==> config.mk <==
export PLATFORM = sky130hd
export DESIGN_NAME = instr_fetch
export DESIGN_NICKNAME = d
export VERILOG_FILES = /design/src/rtl/instr_fetch.sv
export SDC_FILE = /design/constraint.sdc
export NUM_CORES = 1
export LEC_CHECK = 0
export CORE_MARGIN = 1
export CORE_UTILIZATION = 53
export CTS_BUF_LIST = sky130_fd_sc_hd__clkbuf_16
export CTS_CLUSTER_DIAMETER = 120
export CTS_CLUSTER_SIZE = 28
export DETAILED_ROUTE_END_ITERATION = 12
export PLACE_DENSITY = 0.85
export SKIP_CTS_REPAIR_TIMING = 1
export SYNTH_ARGS = -nofsm -noshare
export SYNTH_HDL_FRONTEND = slang
export SYNTH_SLANG_ARGS = --single-unit
==> constraint.sdc <==
create_clock -name clk -period 11.8 [get_ports clk]
set_clock_uncertainty 0.2 [all_clocks]
set_input_delay 3.54 -clock clk [delete_from_list [all_inputs] [get_ports clk]]
set_output_delay 3.54 -clock clk [all_outputs]
set_load 0.005 [all_outputs]
==> src/rtl/instr_fetch.sv <==
// ---------------------------------------------------------------------------
// instr_fetch -- instruction-fetch initiator for the MIPS pipeline.
//
// Owns the program counter and drives it to instr_mem. The instruction word
// comes back combinationally in the same cycle. Each fetched {pc, instr}
// pair is queued in a small FIFO toward decode, with valid/ready flow control.
// A redirect from execute (taken branch or jump) flushes every queued
// wrong-path entry and reloads the PC.
//
// Optional feature: define IFETCH_HALT_EN to add a HALT state. In that build,
// fetching the syscall word 32'h0000_000C enqueues it normally and then
// stops fetching until the next redirect. Without the macro the FSM has only
// the IDLE and RUN states, and a syscall is fetched like any other word.
//
// Ports:
//   clk            in   1       rising-edge clock
//   rst_n          in   1       asynchronous active-low reset
//   imem_addr      out  ADDR_W  byte address to instr_mem (always the PC)
//   imem_en        out  1       fetch request this cycle (equals push)
//   imem_rdata     in   DATA_W  instruction word for imem_addr, same cycle
//   redirect_valid in   1       branch/jump taken, 1-cycle pulse
//   redirect_pc    in   ADDR_W  new PC; bits [1:0] are ignored
//   out_valid      out  1       FIFO head valid
//   out_ready      in   1       decode accepts the head
//   out_instr      out  DATA_W  head instruction (0 while the FIFO is empty)
//   out_pc         out  ADDR_W  head PC (0 while the FIFO is empty)
// ---------------------------------------------------------------------------
module instr_fetch #(
    parameter int unsigned       ADDR_W     = 32,
    parameter int unsigned       DATA_W     = 32,
    parameter logic [ADDR_W-1:0] RESET_PC   = '0,
    parameter int unsigned       FIFO_DEPTH = 2
) (
    input  logic              clk,
    input  logic              rst_n,
    output logic [ADDR_W-1:0] imem_addr,
    output logic              imem_en,
    input  logic [DATA_W-1:0] imem_rdata,
    input  logic              redirect_valid,
    input  logic [ADDR_W-1:0] redirect_pc,
    output logic              out_valid,
    input  logic              out_ready,
    output logic [DATA_W-1:0] out_instr,
    output logic [ADDR_W-1:0] out_pc
);

    localparam int unsigned PTR_W = $clog2(FIFO_DEPTH);
    localparam int unsigned CNT_W = PTR_W + 1;

`ifdef IFETCH_HALT_EN
    localparam logic [DATA_W-1:0] SYSCALL_WORD = DATA_W'(32'h0000_000C);

    typedef enum logic [1:0] {
        IDLE = 2'd0,
        RUN  = 2'd1,
        HALT = 2'd2
    } state_e;
`else
    typedef enum logic [1:0] {
        IDLE = 2'd0,
        RUN  = 2'd1
    } state_e;
`endif

    state_e             state_q, state_d;
    logic [ADDR_W-1:0]  pc_q, pc_d;
    logic [CNT_W-1:0]   count_q, count_d;
    logic [PTR_W-1:0]   rdPtr_q, rdPtr_d;
    logic [PTR_W-1:0]   wrPtr_q, wrPtr_d;
    logic [ADDR_W-1:0]  fifoPc_q    [FIFO_DEPTH];
    logic [DATA_W-1:0]  fifoInstr_q [FIFO_DEPTH];

    logic push;
    logic pop;

    // Handshake and request generation. When the FIFO is full, a push is
    // still allowed in a cycle that also pops, so throughput stays at one
    // instruction per cycle.
    always_comb begin
        out_valid = (count_q != '0);
        pop       = out_valid & out_ready;
        push      = (state_q == RUN) & ~redirect_valid
                    & ((count_q < CNT_W'(FIFO_DEPTH)) | pop);
        imem_en   = push;
        imem_addr = pc_q;
        out_pc    = out_valid ? fifoPc_q[rdPtr_q]    : '0;
        out_instr = out_valid ? fifoInstr_q[rdPtr_q] : '0;
    end

    // Next-state logic. A redirect overrides everything else: it flushes
    // the FIFO (a coincident pop goes with it), reloads the PC and resumes
    // RUN from any state.
    always_comb begin
        state_d = state_q;
        pc_d    = pc_q;
        count_d = count_q;
        rdPtr_d = rdPtr_q;
        wrPtr_d = wrPtr_q;
        if (redirect_valid) begin
            state_d = RUN;
            pc_d    = redirect_pc & ~ADDR_W'(3);
            count_d = '0;
            rdPtr_d = '0;
            wrPtr_d = '0;
        end else begin
            case (state_q)
                IDLE: state_d = RUN;
`ifdef IFETCH_HALT_EN
                RUN: begin
                    if (push && (imem_rdata == SYSCALL_WORD)) begin
                        state_d = HALT;
                    end
                end
`endif
                default: state_d = state_q;
            endcase
            if (push) begin
                pc_d    = pc_q + ADDR_W'(4);
                wrPtr_d = wrPtr_q + PTR_W'(1);
            end
            if (pop) begin
                rdPtr_d = rdPtr_q + PTR_W'(1);
            end
            count_d = count_q + CNT_W'(push) - CNT_W'(pop);
        end
    end

    always_ff @(posedge clk or negedge rst_n) begin
        if (!rst_n) begin
            state_q <= IDLE;
            pc_q    <= RESET_PC;
            count_q <= '0;
            rdPtr_q <= '0;
            wrPtr_q <= '0;
        end else begin
            state_q <= state_d;
            pc_q    <= pc_d;
            count_q <= count_d;
            rdPtr_q <= rdPtr_d;
            wrPtr_q <= wrPtr_d;
        end
    end

    // FIFO storage needs no reset. Stale slots are never visible because
    // the outputs are gated by out_valid.
    always_ff @(posedge clk) begin
        if (push) begin
            fifoPc_q[wrPtr_q]    <= pc_q;
            fifoInstr_q[wrPtr_q] <= imem_rdata;
        end
    end

endmodule

==> Word level (Yosys, flattened, before mapping) <==
Memory sizes are Yosys's and may differ from the RTL's.
Index checks and enable logic that the tools add are counted.
{ "word_totals": {"register_bits": 38, "latch_bits": 0, "mem_bits_rw": 128, "mem_bits_ro": 0, "out_inout_bits": 98, "wordCells": 37, "n_memories": 2} }
{ "op_classes": {"n_addsub": 5, "multipliers": 0, "div_mod_pow": 0, "magnitude_cmp": 1, "eq_ne": 1, "shifts": 0, "muxes": 13, "n_bitwise": 5, "reduce_logical": 5} }
{ "memory_table": {"columns": ["name", "words", "width", "rd", "rd_ports_with_merged_regs", "write_ports", "line", "text"], "rows": [
  ["fifoInstr_q", 2, 32, 1, 0, 1, "71", "logic [DATA_W-1:0] fifoInstr_q [FIFO_DEPTH];"],
  ["fifoPc_q", 2, 32, 1, 0, 1, "70", "logic [ADDR_W-1:0] fifoPc_q [FIFO_DEPTH];"]
]} }
{ "ops": {"columns": ["operator", "count"], "rows": [
  ["2-to-1 mux 32 bit", 4],
  ["adder 32 x 3 -> 32 bit, second input constant", 1],
  ["nonzero test 2 bit", 4],
  ["2-to-1 mux 1 bit", 6],
  ["2-to-1 mux 2 bit", 3],
  ["bitwise AND 1 bit", 3],
  ["adder 1 bit, second input constant", 2],
  ["adder 2 x 1 -> 2 bit", 1],
  ["equality test 2 x 1 -> 1 bit, second input constant", 1],
  ["zero test 2 bit", 1],
  ["< comparator 2 bit, second input constant", 1],
  ["subtractor 2 x 1 -> 2 bit", 1],
  ["NOT 1 bit", 1],
  ["OR 1 bit", 1]
]} }

==> Longest topological paths before layout <==
{ "depth": {"word_depth": 7, "mapped_depth": 7} }

==> Worst setup path before layout <==
OpenSTA, ideal clock, no wires.
{ "synth_timing": {"path_kind": "in2reg", "from": "in redirect_valid", "to": "mem fifoInstr_q[0][0] (enable)", "t_arrival_ps": 8388, "required_time_ps": 11041, "setup_slack_ps": 2653, "path_stages": 4, "path_buffers": 3, "path_cell_list": "clkbuf_1 clkbuf_1 buf_1 nor3_1"} }
{ "synth_between": {"elab_chain_len": 5} }
{ "synth_lines": {"columns": ["element", "line", "text"], "rows": [
  ["start, declared", "39", "input logic redirect_valid,"],
  ["NOT 1 bit", "82", "push = (state_q == RUN) & ~redirect_valid"],
  ["bitwise AND 1 bit", "82", null],
  ["bitwise AND 1 bit", "83", "& ((count_q < CNT_W'(FIFO_DEPTH)) | pop);"],
  ["2-to-1 mux 1 bit", "147", "if (push) begin"],
  ["2-to-1 mux 1 bit (not written as such)", "149", "fifoInstr_q[wrPtr_q] <= imem_rdata;"],
  ["end, declared", "71", null]
]} }
Every way passes these cells.

==> Final worst setup path <==
{ "layout_timing": {"from": "in out_ready", "to": "out imem_en"} }
{ "layout_between": {"elab_chain_len": 3} }
{ "layout_lines": {"columns": ["element", "line", "text"], "rows": [
  ["start, declared", "42", "input logic out_ready,"],
  ["bitwise AND 1 bit", "81", "pop = out_valid & out_ready;"],
  ["OR 1 bit", "83", null],
  ["bitwise AND 1 bit", "83", null],
  ["end, declared", "37", "output logic imem_en,"]
]} }
Every way passes these cells.

==> run summary <==
The full die area is 13240 um^2. During I/O placement, the number of pins put on the boundary was 166. The worst hold-check path type is register to register. The switching power share of the total came out at 27.37%.

The post-DP HPWL is 8760 um. The die span in x came out at 115.0 um. Entering global routing, the biggest net connects 72 pins. The peak per-stage delay on the critical path came out at 510 ps. The overall global routing resource usage came out at 21.56%. Counting every instance in the synthesized netlist gives 496. On the critical path, the stage with the largest delay is an instance of sky130_fd_sc_hd__clkdlybuf4s50_1. The power density over the cells is 196.3 nW/um^2. The initial core utilization is 55.46%. The filler cells instantiated in the layout total 790. The total congestion overflow after global routing is 0. The maximum clock path buffer count came out at 2. The area of the mapped netlist came out at 6773 um^2. The number of different library cells used by synthesis comes to 36. The type of the worst setup path is primary input to output port. The post-detailed-route wirelength per cell came out at 16.40 um. The most critical setup path has its startpoint at out_ready. By area the synthesized netlist is led by sky130_fd_sc_hd__edfxtp_1, sky130_fd_sc_hd__dfrtp_1, sky130_fd_sc_hd__mux2i_1, sky130_fd_sc_hd__nor2_1, sky130_fd_sc_hd__xnor2_1.

Of the post-synthesis cell area, the dominant cell type holds 54.98%. Summed over all failing endpoints, the final setup total negative slack is 0 ps. The number of global-route vias before repair came out at 4416. TritonCTS built the clock tree.

The global routing met3 resource utilization is 5.061%. In this run, flip-flops and latches consume 41.1% of the power. The number of buffers and inverters on the critical path came out at 2. Static timing analysis puts the maximum clock frequency at 0.1131 GHz. The first global-routing pass estimated 21490 um of wire. The synthesized area per cell is 13.65 um^2. The post-route antenna net violation count came out at 0. The worst setup path is launched from a primary input.

The area overhead of the layout relative to synthesis came out at 33.94%. The sequential area share after synthesis came out at 67.91%. CTS placed an instance of sky130_fd_sc_hd__clkbuf_16 at the clock tree root.

The run finished with clean final reports. The share of total power dissipated in the clock network is 30.4%. The overall via count from detail_route is 4341. The overall routed net length is 13660 um. Setup repair after global routing left no endpoint under its margin.

The critical path goes through clkdlybuf4s50_1 > nand2b_1 > nand2_1 > nor2_1 > clkdlybuf4s50_1. The number of design rule violations left after detail routing came out at 0. In the layout the commonest cells are sky130_fd_sc_hd__clkdlybuf4s50_1, sky130_fd_sc_hd__edfxtp_1, sky130_fd_sc_hd__nor2_1.

The critical register-to-register path startpoint is count_q[1]. The pre-antenna-repair detailed-routing pass consisted of 4 iterations. The final core area utilization came out at 74.28%.

The routability-driven placement congestion ratio is 0.7695. The number of antenna violations at the first check in global routing is 0. For this block, the initial DRC count from the detailed router was 284. For met1 alone, demand over resource in global routing was 26.15%. The normalized max-slew margin is 24.29%. The worst supply voltage drop on vdd came out at 0.0001253 V. The smallest clock period supported by the final layout is computed as 8845 ps. The most critical setup path has its endpoint at imem_en. The count of placed standard cells in the final layout, fillers left out came out at 833.

After layout, the worst path uses 74.96% of the clock period. The leading cell type in the layout, fill and taps excluded is sky130_fd_sc_hd__clkdlybuf4s50_1. The number of inserted diodes is 0. After global routing, the most crowded layer is met2. The worst register-to-register path ends at fifoPc_q[1][24].

The clock latency at the later pin of the worst-skew pair came out at 400 ps. The worst-path maximum fanout is 7. The arrival time of data at the critical path endpoint is 5100 ps. The worst setup path is captured at an output port. The met2 global-route usage came out at 38.43%. The setup violation total in the final timing report came out at 0. The fraction of layout instances using a drive strength above 1 is 7.519%. The number of placement rows is 40. The length in cells of the worst reg-to-reg path came out at 4. The count of buffers inserted at the top-level ports came out at 159. The count of final hold-check violations came to 0. The number of clock sinks is 159. The static leakage came out at 3.192 nW. The max-capacitance violation count is 0. The die height came out at 115.0 um. The number of H-tree levels came out at 4.

The average vias per placed instance came out at 5.211. The number of nets at the end of the flow is 723. In this run, the combinational gates consume 28.5% of the power.

The cell count after placement is 801. The gate family responsible for the most delay along the worst path is buffers and inverters. The number of pins exceeding their max-slew limit in the final report came out at 0. Counting buffers and inverters, the worst setup path is 5 cells deep. The data required time at the worst endpoint is 8060 ps. The internal power consumption came out at 0.001293 W.

The transition at the pin with the smallest max-transition slack came out at 1136 ps. The cell with the most instances on the worst path is sky130_fd_sc_hd__clkdlybuf4s50_1. In this run, synthesis produced a sequential element count of 159. The library cell occupying the most area in the post-synthesis netlist is sky130_fd_sc_hd__edfxtp_1. The placeable core region is 12210 um^2.

The reported net switching power is 0.0004874 W. The number of warnings printed during yosys synthesis came out at 0. The setup slack on the worst flop-to-flop path came out at 9370 ps.

The total clock buffers created by CTS came out at 17. After clock tree synthesis, the clock-pin slew on the worst setup and hold paths is 60 ps.
==> cells in the mapped netlist (all sizes together) <==
master    n
or2       2
edfxtp  124
xor2      4
o21ai    25
nand4     6
nor3      9
and4      2
clkbuf   13
nand2    38
nor2b     7
or3       1
ha        3
nand2b    2
nand3     9
nor4b     1
conb      2
mux2i    68
and2      1
and3      2
dfrtp    35
nor4     12
and4b     1
inv      10
a22oi     4
nor2     75
xnor2    24
buf      16
==> worst reg2reg max path, stage by stage, from the launching register on <==
cell and delay [ps]:
sky130_fd_sc_hd__dfrtp_1 450, sky130_fd_sc_hd__nand2b_1 200, sky130_fd_sc_hd__nand2_1 220, sky130_fd_sc_hd__nor2_1 190, sky130_fd_sc_hd__and2_4 710
==> routing by layer <==
layer  routed length, um  up-vias  part of all wire, %
met5                   0        -                    0
li1                    -     2080                    -
met4                 116        0                 0.85
met3                 836       11                  6.1
met2                6913      157                   51
met1                5797     2093                   42
==> through the flow <==
stage                     total power [W]  setup WS, ps  cell area, um^2  hold slack, ps
after floorplan                 0.0009504          2653             6784           300.4
after detailed placement         0.001256          2961             8474           349.5
after CTS                        0.001798          2944             9071           368.9
after global placement           0.001241          3010             8474           338.9
final                            0.001781          2955             9071           364.7
after global routing             0.001867          2878             9071           389.4
==> sequential cells by signal, summed over array words and instances, names as in the netlist <==
register	flops
rdPtr_q	1
imem_addr	30
fifoInstr_q	64
count_q	2
state_q	1
fifoPc_q	60
wrPtr_q	1
==> power groups by stage <==
stage          Combinational, W  Clock, W  Sequential [W]
2_1_floorplan          0.000253         0        0.000698
3_5_place_dp           0.000514         0        0.000742
4_1_cts                0.000517  0.000549        0.000732
5_1_grt                0.000555  0.000574        0.000738
6_report               0.000508  0.000541        0.000731
3_3_place_gp           0.000503         0        0.000738
==> final cells by class <==
type                       instances  area [um^2]  share of cell area, %
timing repair buffer             163         1612                  17.77
multi-input combinational        301         2012                  22.18
clock inverter                    15        171.4                  1.890
clock buffer                      17        425.4                  4.690
inverter                          10        37.54                 0.4138
tap                              168        210.2                  2.317
sequential                       159         4603                  50.74
==> how the worst min path moves through the flow <==
stage / start / endpoint / slack (ps) / cells past startpoint
6_report: imem_addr[3] / fifoPc_q[0][3] / 360 / 0
2_1_floorplan: imem_addr[31] / fifoPc_q[0][31] / 300 / 0
4_1_cts: imem_addr[3] / fifoPc_q[0][3] / 370 / 0
5_1_grt: imem_addr[3] / fifoPc_q[0][3] / 390 / 0
3_3_place_gp: imem_addr[31] / fifoPc_q[1][31] / 340 / 0
3_5_place_dp: imem_addr[3] / fifoPc_q[0][3] / 350 / 0
==> logic make-up after synthesis <==
logic type | count (synthesis) | synth area share, %
compound gates | 29 | 2.291
xor+xnor | 28 | 3.621
fa+ha+maj | 3 | 0.5543
buf+inv | 39 | 2.771
flops | 159 | 67.91
mux | 68 | 10.05
other cells | 2 | 0.1109
simple gates | 168 | 12.69
Note: power is estimated with default switching activity, not from simulation.
